===== src/rtl/key_debounce_pkg.sv =====
// key_debounce_pkg: shared types and constants for the push-button debouncer.
package key_debounce_pkg;

    // Per-channel debounce state: two idle states and two counting states.
    typedef enum logic [1:0] {
        RELEASED  = 2'd0,
        ARMING    = 2'd1,
        HELD      = 2'd2,
        DISARMING = 2'd3
    } db_state_t;

    // Threshold used instead of STABLE_CYCLES in fast-simulation builds.
    localparam int DB_FAST_SIM_CYCLES = 4;

    // 10 ms at 50 MHz.
    localparam int DB_STABLE_CYCLES = 500000;

endpackage


===== src/rtl/key_debounce_chan.sv =====
// key_debounce_chan: one key channel.
// The channel is a two-flop synchroniser, a polarity normaliser and a
// stability-count FSM that produces a debounced level and a press pulse.
// Optional macro KEY_DEBOUNCE_FAST_SIM_EN: when defined, the acceptance
// threshold is DB_FAST_SIM_CYCLES. The counter is still sized from
// STABLE_CYCLES.
module key_debounce_chan
    import key_debounce_pkg::*;
#(
    parameter int STABLE_CYCLES = DB_STABLE_CYCLES,
    parameter int ACTIVE_LOW    = 1
) (
    input  logic clk,
    input  logic rst_n,
    input  logic key_raw,
    output logic key_level,
    output logic key_press
);

    localparam int CNT_W = $clog2(STABLE_CYCLES + 1);
`ifdef KEY_DEBOUNCE_FAST_SIM_EN
    localparam int THRESH = DB_FAST_SIM_CYCLES;
`else
    localparam int THRESH = STABLE_CYCLES;
`endif
    localparam logic [CNT_W-1:0] CNT_LAST = CNT_W'(THRESH - 1);
    localparam logic [CNT_W-1:0] CNT_ONE  = CNT_W'(1);
    // Pin level of a key that is not pressed.
    localparam logic IDLE_PIN = (ACTIVE_LOW != 0);

    logic            s1_q, s1_d;
    logic            s2_q, s2_d;
    logic            p;
    db_state_t       state_q, state_d;
    logic [CNT_W-1:0] cnt_q, cnt_d;
    logic            level_q, level_d;
    logic            press_q, press_d;

    // Synchroniser shift and polarity normalisation (p = 1 means pressed).
    always_comb begin
        s1_d = key_raw;
        s2_d = s1_q;
        p    = (ACTIVE_LOW != 0) ? ~s2_q : s2_q;
    end

    // Debounce FSM: a change is accepted after THRESH consecutive agreeing samples.
    always_comb begin
        state_d = state_q;
        cnt_d   = cnt_q;
        level_d = level_q;
        press_d = 1'b0;
        case (state_q)
            RELEASED: begin
                if (p) begin
                    state_d = ARMING;
                    cnt_d   = CNT_ONE;
                end
            end
            ARMING: begin
                if (!p) begin
                    state_d = RELEASED;
                    cnt_d   = '0;
                end else if (cnt_q == CNT_LAST) begin
                    state_d = HELD;
                    cnt_d   = '0;
                    level_d = 1'b1;
                    press_d = 1'b1;
                end else begin
                    cnt_d = cnt_q + CNT_ONE;
                end
            end
            HELD: begin
                if (!p) begin
                    state_d = DISARMING;
                    cnt_d   = CNT_ONE;
                end
            end
            DISARMING: begin
                if (p) begin
                    state_d = HELD;
                    cnt_d   = '0;
                end else if (cnt_q == CNT_LAST) begin
                    state_d = RELEASED;
                    cnt_d   = '0;
                    level_d = 1'b0;
                end else begin
                    cnt_d = cnt_q + CNT_ONE;
                end
            end
            default: begin
                state_d = RELEASED;
                cnt_d   = '0;
                level_d = 1'b0;
            end
        endcase
    end

    // All channel state; reset puts the synchroniser at the idle pin level.
    always_ff @(posedge clk or negedge rst_n) begin
        if (!rst_n) begin
            s1_q    <= IDLE_PIN;
            s2_q    <= IDLE_PIN;
            state_q <= RELEASED;
            cnt_q   <= '0;
            level_q <= 1'b0;
            press_q <= 1'b0;
        end else begin
            s1_q    <= s1_d;
            s2_q    <= s2_d;
            state_q <= state_d;
            cnt_q   <= cnt_d;
            level_q <= level_d;
            press_q <= press_d;
        end
    end

    assign key_level = level_q;
    assign key_press = press_q;

endmodule


===== src/rtl/key_debounce.sv =====
// key_debounce: WIDTH independent key channels. Each one gives a clean
// debounced level and a one-cycle press pulse.
// Optional macro KEY_DEBOUNCE_FAST_SIM_EN shortens the threshold to
// DB_FAST_SIM_CYCLES for simulation. It is handled in key_debounce_chan.
module key_debounce
    import key_debounce_pkg::*;
#(
    parameter int WIDTH         = 4,
    parameter int STABLE_CYCLES = DB_STABLE_CYCLES,
    parameter int ACTIVE_LOW    = 1
) (
    input  logic             clk,
    input  logic             rst_n,
    input  logic [WIDTH-1:0] key_raw,
    output logic [WIDTH-1:0] key_level,
    output logic [WIDTH-1:0] key_press
);

    for (genvar i = 0; i < WIDTH; i++) begin : g_chan
        key_debounce_chan #(
            .STABLE_CYCLES (STABLE_CYCLES),
            .ACTIVE_LOW    (ACTIVE_LOW)
        ) u_chan (
            .clk       (clk),
            .rst_n     (rst_n),
            .key_raw   (key_raw[i]),
            .key_level (key_level[i]),
            .key_press (key_press[i])
        );
    end

endmodule


===== config.mk =====
export PLATFORM = sky130hd
export DESIGN_NAME = key_debounce
export DESIGN_NICKNAME = d
export VERILOG_FILES = /design/src/rtl/key_debounce_pkg.sv /design/src/rtl/key_debounce_chan.sv /design/src/rtl/key_debounce.sv
export SDC_FILE = /design/constraint.sdc
export NUM_CORES = 1
export LEC_CHECK = 0
export BUFFER_PORTS_ARGS = -buffer_cell sky130_fd_sc_hd__buf_2
export CAP_MARGIN = 20
export CORE_MARGIN = 1
export CORE_UTILIZATION = 40
export CTS_BUF_LIST = sky130_fd_sc_hd__clkbuf_8
export CTS_CLUSTER_DIAMETER = 100
export DETAILED_ROUTE_END_ITERATION = 6
export MAX_ROUTING_LAYER = met4
export PLACE_DENSITY = 0.56
export SLEW_MARGIN = 20
export SYNTH_ARGS = -nofsm -noshare
export SYNTH_HDL_FRONTEND = slang
export SYNTH_SLANG_ARGS = --single-unit
export TNS_END_PERCENT = 5

===== constraint.sdc =====
create_clock -name clk -period 4.35 [get_ports clk]
set_clock_uncertainty 0.15 [all_clocks]
set_input_delay 0.435 -clock clk [delete_from_list [all_inputs] [get_ports clk]]
set_output_delay 0.435 -clock clk [all_outputs]
set_load 0.005 [all_outputs]

After elaboration in Yosys (flattened, before gate mapping)

Cells that the tools add are included.

Bits of input ports: 6
Register bits after elaboration: 100
Output and inout port bits: 8
Logic and storage cells: 180

Equal/unequal tests: 48
Reduce and logical (&&, ||, !) cells: 20
Add/sub/neg operators: 4
Multiplexer cells: 84

Operator list:

| operator                                                        | count |
|---|---|
| 19-bit two-way mux                                              | 20 |
| 19-bit one-hot mux with 4 select lines                          | 4 |
| 19-bit by 1-bit adder with 19-bit output, second input constant | 4 |
| 19-bit == test, second input constant                           | 4 |
| 2-bit two-way mux                                               | 24 |
| 2-bit by 1-bit != test with 1-bit output, second input constant | 16 |
| 2-bit one-hot mux with 4 select lines                           | 4 |
| 1-bit two-way mux                                               | 28 |
| 5-bit AND reduction                                             | 4 |
| 2-bit == test, second input constant                            | 8 |
| 2-bit != test, second input constant                            | 8 |
| 4-bit AND reduction                                             | 4 |
| 3-bit by 1-bit != test with 1-bit output, second input constant | 4 |
| 3-bit != test, second input constant                            | 4 |
| 2-bit by 1-bit == test with 1-bit output, second input constant | 4 |
| 2-bit zero test                                                 | 4 |
| 1-bit one-hot mux with 2 select lines                           | 4 |
| 2-bit AND reduction                                             | 4 |
| 2-bit nonzero test                                              | 4 |

Depth between registers and ports, before layout

Gate-level depths: netlist (run 1).

Depth in word-level cells: 4
Gate-level depth with buffers: 8
Gate-level depth less buffers: 6

Cells and area by module

From an unflattened synthesis (run 1), not the netlist that was laid out.

Cell total of the unflattened synthesis: 582
Area, all modules: 5367.6 µm²

Modules (own cells, without submodules):

| module                                    | area each (µm²) | instances | sequential area each (µm²) | cells each |
|---|---|---|---|---|
| key_debounce_chan at g_chan[1].u_chan ... | 1327.5          | 2         | 628.1                      | 144 |
| key_debounce_chan at g_chan[3].u_chan     | 1387.6          | 1         | 628.1                      | 151 |
| key_debounce_chan at g_chan[0].u_chan     | 1325.0          | 1         | 628.1                      | 143 |

Worst setup path after synthesis (run 1)

Ideal clock, no wire load.

Path kind: reg2reg
From: reg g_chan[3].u_chan.cnt_q[0]
To: reg g_chan[3].u_chan.cnt_q[17]
Setup slack: 2268 ps
Setup time: 118 ps
Buffers on the path: 1
Arrival time: 1814 ps
Clock period less this slack: 2082 ps
Stages on the path, launching flop included: 8
Required time: 4082 ps
Cell sequence: dfrtp_1 > ha_1 > nand4_1 > nor4b_4 > a21oi_2 > buf_2 > a32o_1 > a21o_1

Word-level cells in the longest chain between the ends: 4
Elaborated cells between the ends (all ways): 6
Those cells by class: 1 x add/sub; 1 x eq/ne; 4 x mux

Ends and longest elaborated chain:

| element                                                                    | RTL line                                         | RTL |
|---|---|---|
| start: declaration                                                         | key_debounce_chan.sv:35                          | `logic [CNT_W-1:0] cnt_q, cnt_d;` |
| start signal: assignment                                                   | key_debounce_chan.sv:111                         | `cnt_q <= cnt_d;` |
| 19-bit by 1-bit adder with 19-bit output or 19-bit == test (tied branches) | -                                                |  |
| 19-bit two-way mux *                                                       | key_debounce_chan.sv:63, key_debounce_chan.sv:82 |  |
| 19-bit two-way mux (on tied branches)                                      | key_debounce_chan.sv:79, key_debounce_chan.sv:60 |  |
| 19-bit one-hot mux with 4 select lines *                                   | key_debounce_chan.sv:52                          | `case (state_q)` |

Every way passes the cells marked *; elsewhere a longest branch is shown, timed or not.
A chain may end at the register's enable or synchronous reset.

Worst setup path in the final report (run 1)

From: reg g_chan[2].u_chan.cnt_q[0]
To: reg g_chan[2].u_chan.cnt_q[18]

Word-level cells in the longest chain between the ends: 4
Elaborated cells between the ends (all ways): 6
Those cells by class: 1 x add/sub; 1 x eq/ne; 4 x mux

Ends and longest elaborated chain:

| element                                                                    | RTL line |
|---|---|
| start: declaration                                                         | key_debounce_chan.sv:35 |
| start signal: assignment                                                   | key_debounce_chan.sv:111 |
| 19-bit by 1-bit adder with 19-bit output or 19-bit == test (tied branches) | - |
| 19-bit two-way mux *                                                       | key_debounce_chan.sv:63, key_debounce_chan.sv:82 |
| 19-bit two-way mux (on tied branches)                                      | key_debounce_chan.sv:79, key_debounce_chan.sv:60 |
| 19-bit one-hot mux with 4 select lines *                                   | key_debounce_chan.sv:52 |

Marks and branches as above.

==> results.txt, run 1 <==
----------------------------------------------------
[Status]
  Outcome ... finished, final reports clean

[Cells and area]
  Area occupied by multi-input gates ... 2690 um2
  Final instance area ... 5840 um2
  Fraction of final layout cells sized beyond drive strength 1 ... 10.1%
  Count of nets after finishing ... 597
  Final std cells w/o fill ... 768
  Final core utilization ... 44.1%
  Number of filler cells placed in the layout ... 1282
  Signed area change from the synthesized netlist to the final layout ... 7.48%
  Storage element area ... 2510 um2
  Count of inserted antenna diode cells ... 0

[Placed design]
  Dpl cells ... 748
  RePlAce Congestion ... 0.887
  Half-perimeter wire length after detailed placement ... 7.58 mm
  Post-place setup slack ... 1.89 ns
  Quantity of I/O buffers inserted on ports ... 13
  Dpl cell area ... roughly 5600 um2

[Clock network]
  CTS H-tree depth ... 3
  TritonCTS Buffers ... 9
  Number of setup buffers added after CTS ... 0
  TritonCTS clock tree ... yes
  Clock net sink count ... 100
  Clk buf depth ... 2
  Clock transition at the register clock pins on the worst setup and hold paths after CTS ... 0.10 ns
  Root buffer selected by CTS ... clkbuf_8
  Resized Gates After CTS ... 0
  Clock latency on the worst-skew pair ... 0.37 ns
  Total of hold buffers inserted after clock tree synthesis ... 4

[Floorplan]
  Vertical extent of the die ... roughly 120 um
  Initial cell density of the core ... 41.1%
  Floorplan Core Area ... 13200 um2
  Top-level port count ... 14
  Num rows ... 42
  Horizontal extent of the die ... around 120 um
  Overall die area ... ~14000 um2

[Route]
  Total via count after detailed routing ... 4409
  Remaining design rule violation count ... 0
  Routed len/inst ... 14.8 um
  Residual antenna-violating net count after detailed routing ... 0
  Total wire length ... 11.4 mm
  Post-detailed-route via-to-cell ratio ... 5.74
  Starting DRC count in detailed routing ... approximately 340
  Number of optimization iterations in the first detailed-route pass ... 5

[Synthesis]
  Number of enable flip-flop cells after synthesis ... 0
  Synthesized Nets ... 600
  Synth Cell Area ... 5440 um2
  Number of unique standard cell types used by synthesis ... 66
  Top cell type by total area after synthesis ... dfrtp_1
  Most repeated cell in the gate-level netlist after synthesis ... dfrtp_1
  Largest cells by area after synthesis ... dfrtp_1 42%, nand2_1 4.2%, dfstp_2 3.9%
  Ys async rst share ... 100%
  FF+latch count, synth ... 100
  Cell count after synthesis ... between 500 and 600
  Synthesized area divided by synthesized cell count ... 9.22 um2
  Portion of the post-synthesis area used by sequential elements ... 46.2%
  Most common library cells after synthesis ... 92 x dfrtp_1, 61 x nand2_1, 41 x nand3_1, 38 x nor2_1, 37 x a21oi_1
  Number of warnings printed during yosys synthesis ... 0
  Share of the synthesized area in the top cell type ... a little over two fifths
  Most instantiated flip-flop cell in the synthesis netlist ... dfrtp_1

[GRT]
  Initial antenna violation count ... 0
  Global-route wire length before repair ... 19.8 mm
  Largest net degree at the start of global routing ... 72
  Total track usage ... approximately 18%
  Congestion Overflow GR ... 0
  Vias in the first global route ... slightly above 4000

[Timing]
  Final period util ... 58.2%
  Worst slew slack as a fraction of its limit ... 37.7%
  Final hold violations ... 0
  Setup-failing EPs final ... 0
  Sum Neg Setup Slack ... 0 ns
  Transition time of the tightest slew-check pin ... 0.935 ns
  Maximum operating frequency ... 0.395 GHz
  Minimum clock period ... 2.53 ns
  Fin worst setup slack ... ~1.8 ns
  Max-slew violation count ... 0
  Setup repair after global routing missed its margin ... no

[Setup path]
  Classification of the worst setup path ... reg2reg
  Beginning of the critical path ... g_chan[2].u_chan.cnt_q[0]
  R2r setup slk ... 1.82 ns
  Kind of launch point of the worst setup path ... register
  Reg2Reg Launch Point ... g_chan[2].u_chan.cnt_q[0]
  Worst reg2reg path depth ... 6
  Endpoint class of the critical path ... register
  Arr. time, crit path ... approximately 2.7 ns
  Worst path required time ... between 4 and 5 ns
  Maximum net fanout on the critical path ... 28
  Endpoint of the worst register-to-register path ... g_chan[2].u_chan.cnt_q[18]
  Worst setup path end ... g_chan[2].u_chan.cnt_q[18]

[Run]
  Max-capacitance violation count ... 0

[Power and ir drop]
  Worst-case vdd ir drop ... 195 uV
  Total leakage power ... roughly 2.5 nW
  Power per standard cell area ... 349 nW/um2

[Hold path]
  Type of the worst min-delay path ... in2async

----------------------------------------------------
[flip-flops by register name (all words and copies together) (netlist names), named ones only]
register                 flops
g_chan.u_chan.s2_q           4
g_chan.u_chan.s1_q           4
g_chan.u_chan.key_press      4
g_chan.u_chan.state_q        4
g_chan.u_chan.key_level      4
g_chan.u_chan.cnt_q         76
[placed cells by master, fill, tap and decap left out, types with 4 or more instances in the layout]
| cell | instances |
|---|---|
| a211o_1 | 4 |
| a21o_1 | 16 |
| a21oi_1 | 37 |
| a22o_1 | 10 |
| a31oi_1 | 29 |
| a41oi_1 | 4 |
| and2_1 | 11 |
| and3_1 | 11 |
| and4_1 | 5 |
| buf_2 | 12 |
| clkbuf_8 | 12 |
| dfrtp_1 | 92 |
| dfstp_2 | 8 |
| dlygate4sd3_1 | 4 |
| ha_1 | 4 |
| inv_1 | 17 |
| mux2i_1 | 4 |
| nand2_1 | 61 |
| nand2b_1 | 9 |
| nand3_1 | 41 |
| nand4_1 | 17 |
| nor2_1 | 38 |
| nor3_1 | 18 |
| nor3b_1 | 4 |
| nor4_1 | 10 |
| o211ai_1 | 4 |
| o21a_1 | 6 |
| o21ai_0 | 27 |
| or2_2 | 5 |
| or3_1 | 5 |
| or4_1 | 6 |
[layer usage]
metal | global-route usage (%) | wire length, um | share of wire [%] | vias to the layer above
met5 | - | 0 | 0 | -
met4 | 6.96 | 145 | 1.3 | 0
met3 | 2.90 | 403 | 3.5 | 10
met2 | 26.0 | 5120 | 45 | 87
met1 | 24.8 | 5720 | 50 | 2137
li1 | - | - | - | 2175
[cells by family after synthesis]
group	share of synthesized area (%)
AOI/OAI and AO/OA	19.4
buffers and inverters	4.42
and+or+nand+nor	26.6
adders and majority gates	0.920
xor gates and xnor gates	1.56
DFF	46.2
muxes	0.943
[worst max-delay path: stages (launching register included)]
cell and delay [ns]:
dfrtp_1 0.43, ha_1 0.24, nand4_2 0.20, nor4_1 0.58
a21oi_4 0.31, and3_1 0.25, a211o_1 0.26
[report_power, final]
part / internal [W] / total (W) / switching (W)
Sequential: 0.000977 / 0.00104 / 0.0000668
Combinational: 0.000104 / 0.000300 / 0.000196
Clock: 0.000369 / 0.000694 / 0.000325
Total: 0.00145 / 0.00204 / 0.000587
[how the worst min path moves through the flow]
stage / cells past startpoint / end / startpoint
after CTS: 1 / g_chan[2].u_chan.cnt_q[18] / rst_n
after floorplan: 0 / asynchronous set/reset pin / rst_n
after global placement: 0 / g_chan[1].u_chan.s2_q / g_chan[1].u_chan.s1_q
after global routing: 1 / g_chan[1].u_chan.cnt_q[0] / rst_n
final: 1 / g_chan[1].u_chan.cnt_q[3] / rst_n
after detailed placement: 0 / g_chan[1].u_chan.s2_q / g_chan[1].u_chan.s1_q
[metrics by stage]
stage | total power [W] | hold slack (ns)
after floorplan | 0.00129 | -0.0106
after global placement | 0.00135 | 0.196
after detailed placement | 0.00135 | 0.197
after CTS | 0.00206 | 0.0740
after global routing | 0.00215 | 0.118
final | 0.00204 | 0.0526
[final cells by class]
class / instances / area share [%]
inverter: 16 / 1.03
clock buffer: 12 / 2.83
tap: 176 / 3.77
timing repair buffer: 19 / 2.10
sequential: 100 / 43.0
multi-input combinational: 441 / 46.1
clock inverter: 4 / 1.22
(Power assumes the default switching activity.)
==> inputs of run 2 (changes only) <==
--- a/config.mk
+++ b/config.mk
@@ -5,6 +5,7 @@
 export SDC_FILE = /design/constraint.sdc
 export NUM_CORES = 1
 export LEC_CHECK = 0
+export ABC_AREA = 1
 export BUFFER_PORTS_ARGS = -buffer_cell sky130_fd_sc_hd__buf_2
 export CAP_MARGIN = 20
 export CORE_MARGIN = 1
==> constraint.sdc (replaced) <==
create_clock -name clk -period 2.6 [get_ports clk]
set_clock_uncertainty 0.15 [all_clocks]
set_input_delay 0.26 -clock clk [delete_from_list [all_inputs] [get_ports clk]]
set_output_delay 0.26 -clock clk [all_outputs]
set_load 0.005 [all_outputs]
==> run 2 against run 1 <==
Non-clock buffer count is 2 higher. Cell area is 9.0% higher. Via count is 13% higher. Clock-buffer cell count is 3 lower. Power is 52% higher. Sequential power is 62% higher. Register-to-register slack worse by 1.3 ns. Maximum frequency is 23% higher. Sequential cell count stayed put. Core utilization is 0.30 points lower. Routed wire length is 14% higher.
==> results.txt, run 2 <==
----------------------------------------------------
[Route]
  Starting DRC count in detailed routing ... 325 (was 335)
  Residual antenna-violating net count after detailed routing ... 0 (unchanged)
  Remaining design rule violation count ... 0 (unchanged)
  Post-detailed-route via-to-cell ratio ... 4.94 (was 5.74)
  Total wire length ... 13.0 mm (was 11.4 mm)
  Number of optimization iterations in the first detailed-route pass ... 5 (unchanged)
  Routed len/inst ... 12.8 um (was 14.8 um)
  Total via count after detailed routing ... 5004 (was 4409)

[Synthesis]
  Portion of the post-synthesis area used by sequential elements ... 42.3% (was 46.2%)
  Synthesized area divided by synthesized cell count ... 7.35 um2 (was 9.22 um2)
  Number of warnings printed during yosys synthesis ... 0 (unchanged)
  Number of enable flip-flop cells after synthesis ... 0 (unchanged)
  Synthesized Nets ... 818 (was 600)
  Number of unique standard cell types used by synthesis ... 36 (was 66)
  FF+latch count, synth ... 100 (unchanged)
  Top cell type by total area after synthesis ... dfrtp_1 (unchanged)
  Cell count after synthesis ... 808 (was 590)
  Largest cells by area after synthesis ... dfrtp_1 39%, nand2_1 16%, nor2_1 7.1% (was dfrtp_1 42%, nand2_1 4.2%, dfstp_2 3.9%)
  Most repeated cell in the gate-level netlist after synthesis ... nand2_1 (was dfrtp_1)
  Synth Cell Area ... 5940 um2 (was 5440 um2)
  Most instantiated flip-flop cell in the synthesis netlist ... dfrtp_1 (unchanged)
  Ys async rst share ... 100% (unchanged)
  Share of the synthesized area in the top cell type ... 38.8% (was 42.3%)
  Most common library cells after synthesis ... 254 x nand2_1, 112 x nor2_1, 92 x dfrtp_1, 90 x inv_1, 69 x nand3_1 (was 92 x dfrtp_1, 61 x nand2_1, 41 x nand3_1, 38 x nor2_1, 37 x a21oi_1)

[Timing]
  Setup repair after global routing missed its margin ... no (unchanged)
  Sum Neg Setup Slack ... 0 ns (unchanged)
  Final period util ... 79.2% (was 58.2%)
  Max-slew violation count ... 0 (unchanged)
  Fin worst setup slack ... 0.541 ns (was 1.82 ns)
  Transition time of the tightest slew-check pin ... 0.649 ns (was 0.935 ns)
  Minimum clock period ... 2.06 ns (was 2.53 ns)
  Setup-failing EPs final ... 0 (unchanged)
  Worst slew slack as a fraction of its limit ... 56.7% (was 37.7%)
  Maximum operating frequency ... 0.486 GHz (was 0.395 GHz)
  Final hold violations ... 0 (unchanged)

[Clock network]
  Clock latency on the worst-skew pair ... 0.38 ns (was 0.37 ns)
  TritonCTS clock tree ... yes (unchanged)
  Clock net sink count ... 100 (unchanged)
  Clock transition at the register clock pins on the worst setup and hold paths after CTS ... 0.10 ns (about the same)
  CTS H-tree depth ... 3 (unchanged)
  TritonCTS Buffers ... 9 (unchanged)
  Clk buf depth ... 2 (unchanged)
  Root buffer selected by CTS ... clkbuf_8 (unchanged)

[Placed design]
  RePlAce Congestion ... 0.945 (was 0.887)
  Post-place setup slack ... 0.545 ns (was 1.89 ns)
  Quantity of I/O buffers inserted on ports ... 13 (unchanged)
  Half-perimeter wire length after detailed placement ... 9.43 mm (was 7.58 mm)
  Dpl cells ... 992 (was 748)

[Setup path]
  Cells along the critical path ... ha_1, nand2_2, nor2_4, nand3_2, nand2_2, inv_2, nand3_1, nand2_1 (was ha_1, nand4_2, nor4_1, a21oi_4, and3_1, a211o_1)
  Worst path required time ... 2.73 ns (was 4.47 ns)
  Kind of launch point of the worst setup path ... register (unchanged)
  Number of buffers and inverters on the critical path ... 1 (was 0)
  Total number of cells along the worst setup path ... 8 (was 6)
  Dominant cell type by count on the critical path ... nand2_2
  Endpoint class of the critical path ... register (unchanged)
  Classification of the worst setup path ... reg2reg (unchanged)
  R2r setup slk ... 0.54 ns (was 1.82 ns)
  CP max-delay cell ... dfrtp_1 (was nor4_1)
  Worst reg2reg path depth ... 8 (was 6)
  Arr. time, crit path ... 2.19 ns (was 2.65 ns)
  Maximum net fanout on the critical path ... 11 (was 28)
  Highest cell delay on the worst timing path ... 0.47 ns (was 0.58 ns)
  Crit path max-delay family ... simple AND/OR/NAND/NOR gates (unchanged)

[Power and ir drop]
  Total leakage power ... 2.87 nW (was 2.47 nW)
  Power per standard cell area ... 486 nW/um2 (was 349 nW/um2)
  Worst-case vdd ir drop ... 333 uV (was 195 uV)

[GRT]
  Largest net degree at the start of global routing ... 49 (was 72)
  Initial antenna violation count ... 0 (unchanged)
  Vias in the first global route ... 4641 (was 4045)
  Total track usage ... 18.8% (was 17.8%)
  Global-route wire length before repair ... 21.9 mm (was 19.8 mm)
  Congestion Overflow GR ... 0 (unchanged)

[Cells and area]
  Register bank with the most flops ... g_chan.u_chan.cnt_q (unchanged)
  Count of inserted antenna diode cells ... 0 (unchanged)
  Number of flip-flops in the largest register ... 76 (unchanged)
  Most frequent cells in the layout ... 254 x nand2_1, 112 x nor2_1, 93 x inv_1, 92 x dfrtp_1, 69 x nand3_1 (was 92 x dfrtp_1, 61 x nand2_1, 41 x nand3_1, 38 x nor2_1, 37 x a21oi_1)
  Signed area change from the synthesized netlist to the final layout ... 7.31% (was 7.48%)
  Fraction of final layout cells sized beyond drive strength 1 ... 12.7% (was 10.1%)
  Final std cells w/o fill ... 1013 (was 768)
  Count of nets after finishing ... 834 (was 597)
  Leading cell type in the layout, fill and taps excluded ... nand2_1 (was dfrtp_1)

[Floorplan]
  Initial cell density of the core ... 40.8% (was 41.1%)
  Vertical extent of the die ... 124 um (was 119 um)
  Num rows ... 44 (was 42)
  Horizontal extent of the die ... 124 um (was 119 um)
  Floorplan Core Area ... 14500 um2 (was 13200 um2)
  Overall die area ... 15300 um2 (was 14100 um2)
  Top-level port count ... 14 (unchanged)

[Hold path]
  Type of the worst min-delay path ... reg2reg (was in2async)
  Worst hold path cell count ... 0

[Status]
  Outcome ... finished, final reports clean (unchanged)

[Run]
  Max-capacitance violation count ... 0 (unchanged)

----------------------------------------------------
[run 2: changes by cell type after synthesis, sizes merged, moves of 12 or more]
cell    before  now
a21o        17    0
a21oi       40    9
a31oi       29    2
clkbuf      14    0
inv         16   97
nand2       61  270
nand3       41   71
nor2        38  129
nor3        20    6
nor4        12    0
o21ai       30   44
o22ai        1   16
xor2         3   17
[run 2: area by class of cell]
| type | count | area [um2] |
|---|---|---|
| Clock buffer | 9 | 124 |
| Clock inverter | 7 | 60.1 |
| Fill cell | 1518 | 8160 |
| Inverter | 97 | 364 |
| Multi-Input combinational cell | 595 | 2930 |
| Sequential cell | 100 | 2510 |
| Tap cell | 184 | 230 |
| Timing Repair Buffer | 21 | 153 |
[run 2: final timing paths]
path                                                start                          to
worst max-delay path            g_chan[3].u_chan.cnt_q[0]  g_chan[3].u_chan.cnt_q[14]
worst min-delay path                g_chan[0].u_chan.s1_q       g_chan[0].u_chan.s2_q
worst max register to register  g_chan[3].u_chan.cnt_q[0]  g_chan[3].u_chan.cnt_q[14]
worst min register to register      g_chan[0].u_chan.s1_q       g_chan[0].u_chan.s2_q
max in group asynchronous                           rst_n       g_chan[2].u_chan.s2_q
min in group asynchronous                           rst_n   g_chan[3].u_chan.cnt_q[5]
[run 2: kinds of logic after synthesis]
group,Yosys count,synth area share [%]
fa+ha+maj,4,0.843
buf+inv,113,8.37
compound gates,80,9.27
flops,100,42.3
xor+xnor,22,3.50
simple gates,489,35.7
[run 2: where the power goes]
| group | internal, W | switching [W] |
|---|---|---|
| combinational | 0.000120 | 0.000312 |
| clock | 0.000436 | 0.000549 |
| sequential | 0.00162 | 0.0000629 |
| total | 0.00217 | 0.000924 |
[run 2: metal layers]
metal  routed length, um  vias up  track usage (%)
met5                   0        -                -
met4                 203        0             7.23
met3                 447       15             2.66
met2                5850       84             28.9
met1                6460     2319             25.2
li1                    -     2586                -
[run 2: what timing repair did]
| item | in CTS | in global routing |
|---|---|---|
| resized for setup | 0 | 0 |
| hold buffers | 5 | 0 |
| setup buffers | 0 | 0 |
| hold endpoints to repair | 49 | 0 |
[run 2: stage by stage]
step	total power, W	utilization (%)	cell area (um2)	hold slack [ns]
after floorplan	0.00204	-	5940	-0.186
after global placement	0.00212	42.2	6140	0.186
after detailed placement	0.00214	42.2	6140	0.195
after CTS	0.00314	43.8	6370	0.205
after global routing	0.00325	43.8	6370	0.204
final	0.00310	43.8	6370	0.201
==> inputs of run 3 (changes only) <==
--- a/config.mk
+++ b/config.mk
@@ -14,7 +14,7 @@
 export CTS_CLUSTER_DIAMETER = 100
 export DETAILED_ROUTE_END_ITERATION = 6
 export MAX_ROUTING_LAYER = met4
-export PLACE_DENSITY = 0.56
+export PLACE_DENSITY = 0.58
 export SLEW_MARGIN = 20
 export SYNTH_ARGS = -nofsm -noshare
 export SYNTH_HDL_FRONTEND = slang
==> constraint.sdc (replaced) <==
create_clock -name clk -period 1.7 [get_ports clk]
set_clock_uncertainty 0.15 [all_clocks]
set_input_delay 0.17 -clock clk [delete_from_list [all_inputs] [get_ports clk]]
set_output_delay 0.17 -clock clk [all_outputs]
set_load 0.005 [all_outputs]
==> run 3 against run 2 <==
Power rose by 58%. Clock-buffer cell count rose by 2. Worst setup slack got worse by 0.45 ns. Via count rose by 1.9%. Clock power rose by 51%. Global-route usage rose by 0.54 points. Routed wire length rose by 0.64%. Highest routed layer unchanged.
==> results.txt, run 3 (synthesis gave the netlist of run 2 again) <==
----------------------------------------------------
[Clock network]
  CTS H-tree depth ... 3 (unchanged)
  Clock transition at the register clock pins on the worst setup and hold paths after CTS ... 0.10 ns (about the same)
  Clk buf depth ... 2 (unchanged)
  Clock net sink count ... 100 (unchanged)
  TritonCTS Buffers ... 9 (unchanged)
  Clock latency on the worst-skew pair ... 0.39 ns (was 0.38 ns)
  Root buffer selected by CTS ... clkbuf_8 (unchanged)
  TritonCTS clock tree ... yes (unchanged)

[Placed design]
  Quantity of I/O buffers inserted on ports ... 13 (unchanged)
  Half-perimeter wire length after detailed placement ... 9.91 mm (was 9.43 mm)
  Post-place setup slack ... -0.0157 ns (was 0.545 ns)
  Dpl cell area ... 6520 um2 (was 6140 um2)
  RePlAce Congestion ... 0.892 (was 0.945)

[Timing]
  Setup repair after global routing missed its margin ... yes (was no)
  Setup-failing EPs final ... 0 (unchanged)
  Worst hold margin ... 0.0963 ns (was 0.201 ns)
  Worst slew slack as a fraction of its limit ... 72.9% (was 56.7%)
  Maximum operating frequency ... 0.621 GHz (was 0.486 GHz)
  Sum Neg Setup Slack ... 0 ns (unchanged)
  Final hold violations ... 0 (unchanged)
  Minimum clock period ... 1.61 ns (was 2.06 ns)
  Max-slew violation count ... 0 (unchanged)
  Fin worst setup slack ... 0.0889 ns (was 0.541 ns)
  Transition time of the tightest slew-check pin ... 0.406 ns (was 0.649 ns)
  Final period util ... 94.8% (was 79.2%)

[Power and ir drop]
  Cell-internal power ... 0.00343 W (was 0.00217 W)
  Switching part of the total ... 30.0% (was 29.8%)
  Worst-case vdd ir drop ... 708 uV (was 333 uV)
  Total power after layout ... 0.00491 W (was 0.00310 W)
  Power per standard cell area ... 715 nW/um2 (was 486 nW/um2)
  Switching power ... 0.00147 W (was 0.000924 W)
  Total leakage power ... 3.12 nW (was 2.87 nW)
  Clock group share of total power ... 30.3% (was 31.8%)
  Fraction of power consumed by combinational cells ... 17.6% (was 14.0%)
  Power share of the sequential group ... 52.1% (was 54.3%)

[Floorplan]
  Top-level port count ... 14 (unchanged)
  Vertical extent of the die ... 124 um (unchanged)
  Horizontal extent of the die ... 124 um (unchanged)
  Floorplan Core Area ... 14500 um2 (unchanged)
  Num rows ... 44 (unchanged)
  Initial cell density of the core ... 40.8% (unchanged)
  Overall die area ... 15300 um2 (unchanged)

[Route]
  Number of optimization iterations in the first detailed-route pass ... 4 (was 5)
  Starting DRC count in detailed routing ... 283 (was 325)
  Residual antenna-violating net count after detailed routing ... 0 (unchanged)
  Total via count after detailed routing ... 5097 (was 5004)
  Remaining design rule violation count ... 0 (unchanged)
  Total wire length ... 13.0 mm (about the same)
  Routed len/inst ... 12.3 um (was 12.8 um)
  Post-detailed-route via-to-cell ratio ... 4.79 (was 4.94)

[Status]
  Outcome ... finished, final reports clean (unchanged)

[GRT]
  Vias in the first global route ... 4632 (was 4641)
  Global-route wire length before repair ... 22.3 mm (was 21.9 mm)
  Initial antenna violation count ... 0 (unchanged)
  Largest net degree at the start of global routing ... 29 (was 49)
  Total track usage ... 19.4% (was 18.8%)
  Congestion Overflow GR ... 0 (unchanged)

[Cells and area]
  Area occupied by multi-input gates ... 3000 um2 (was 2930 um2)
  Number of filler cells placed in the layout ... 1465 (was 1518)
  Storage element area ... 2510 um2 (unchanged)
  Signed area change from the synthesized netlist to the final layout ... 15.6% (was 7.31%)
  Fraction of final layout cells sized beyond drive strength 1 ... 19.6% (was 12.7%)
  Register bank with the most flops ... g_chan.u_chan.cnt_q (unchanged)
  Number of flip-flops in the largest register ... 76 (unchanged)
  Count of nets after finishing ... 884 (was 834)
  Final instance area ... 6860 um2 (was 6370 um2)
  Count of inserted antenna diode cells ... 0 (unchanged)
  Most frequent cells in the layout ... 252 x nand2_1, 104 x nor2_1, 92 x dfrtp_1, 91 x inv_1, 67 x nand3_1 (was 254 x nand2_1, 112 x nor2_1, 93 x inv_1, 92 x dfrtp_1, 69 x nand3_1)
  Leading cell type in the layout, fill and taps excluded ... nand2_1 (unchanged)

[Setup path]
  Endpoint class of the critical path ... register (unchanged)
  Worst reg2reg path depth ... 5 (was 8)
  Beginning of the critical path ... g_chan[0].u_chan.s2_q (was g_chan[3].u_chan.cnt_q[0])
  Worst setup path end ... g_chan[0].u_chan.cnt_q[2] (was g_chan[3].u_chan.cnt_q[14])
  Classification of the worst setup path ... reg2reg (unchanged)
  R2r setup slk ... 0.09 ns (was 0.54 ns)
  Endpoint of the worst register-to-register path ... g_chan[0].u_chan.cnt_q[2] (was g_chan[3].u_chan.cnt_q[14])
  Arr. time, crit path ... 1.76 ns (was 2.19 ns)
  Reg2Reg Launch Point ... g_chan[0].u_chan.s2_q (was g_chan[3].u_chan.cnt_q[0])
  Kind of launch point of the worst setup path ... register (unchanged)
  Worst path required time ... 1.85 ns (was 2.73 ns)
  Maximum net fanout on the critical path ... 7 (was 11)

[Run]
  Max-capacitance violation count ... 0 (unchanged)

[Hold path]
  Type of the worst min-delay path ... in2async (was reg2reg)

----------------------------------------------------
[run 3: changes by cell type in the layout (fill, tap and decap cells not counted), moves of 2 or more]
cell,before,now
buf_12,1,4
buf_4,3,50
clkbuf_8,9,11
clkinv_2,2,0
clkinvlp_4,0,2
ha_1,4,2
ha_2,0,2
inv_1,93,91
nand2_1,254,252
nand3_1,69,67
nand3_4,0,2
nor2_1,112,104
nor2_2,11,18
[run 3: worst min-delay path by stage]
| stage | from | slack (ns) | endpoint |
|---|---|---|---|
| after detailed placement | rst_n | -0.02 | g_chan[0].u_chan.cnt_q[18] |
| after floorplan | rst_n | -0.28 | asynchronous set/reset pin |
| after CTS | rst_n | 0.09 | g_chan[0].u_chan.cnt_q[18] |
| final | rst_n | 0.1 | g_chan[0].u_chan.cnt_q[18] |
| after global placement | rst_n | -0.02 | g_chan[0].u_chan.cnt_q[18] |
| after global routing | rst_n | 0.13 | g_chan[0].u_chan.cnt_q[18] |
[run 3: what timing repair did]
action	4_1_cts	5_1_grt
hold buffers	5	0
buffers inserted	0	4
pin swaps	1	6
gates resized for setup	1	20
endpoints found under the hold margin	96	0
setup endpoints to repair	10	69
[run 3: power groups by stage]
stage | Combinational (W) | Sequential, W | Clock (W)
6_report | 0.000863 | 0.00256 | 0.00149
3_5_place_dp | 0.000844 | 0.00260 | 0
2_1_floorplan | 0.000525 | 0.00259 | 0
5_1_grt | 0.000972 | 0.00257 | 0.00165
3_3_place_gp | 0.000842 | 0.00260 | 0
4_1_cts | 0.000858 | 0.00255 | 0.00157
[run 3: area by class of cell]
| cell class | count | area share, % |
|---|---|---|
| timing repair buffer | 71 | 8.24 |
| multi-input combinational | 595 | 43.7 |
| sequential | 100 | 36.6 |
| clock buffer | 11 | 2.21 |
| inverter | 97 | 5.34 |
| tap | 184 | 3.36 |
| clock inverter | 5 | 0.529 |
[run 3: per-stage QoR]
stage | std cells | utilization, %
floorplan | 808 | -
finish | 1063 | 47.2
global route | 1063 | 47.2
CTS | 1059 | 46.5
global placement | 1038 | 44.9
detailed placement | 1038 | 44.9
[run 3: routing by layer]
metal  routed length, um  global-route usage [%]  vias up  share of wire [%]
li1                    -                       -     2687                  -
met1                6600                    25.7     2327                 51
met2                5860                    30.2       69                 45
met3                 395                    3.71       14                3.0
met4                 187                    5.42        0                1.4
met5                   0                       -        -                  0
[run 3: critical path, cell delays in order, from the launching register on]
cell and delay [ns]:
dfstp_2 0.60, xor2_2 0.13, nor2_1 0.22, nand2_4 0.11, buf_4 0.15, o21ai_0 0.17
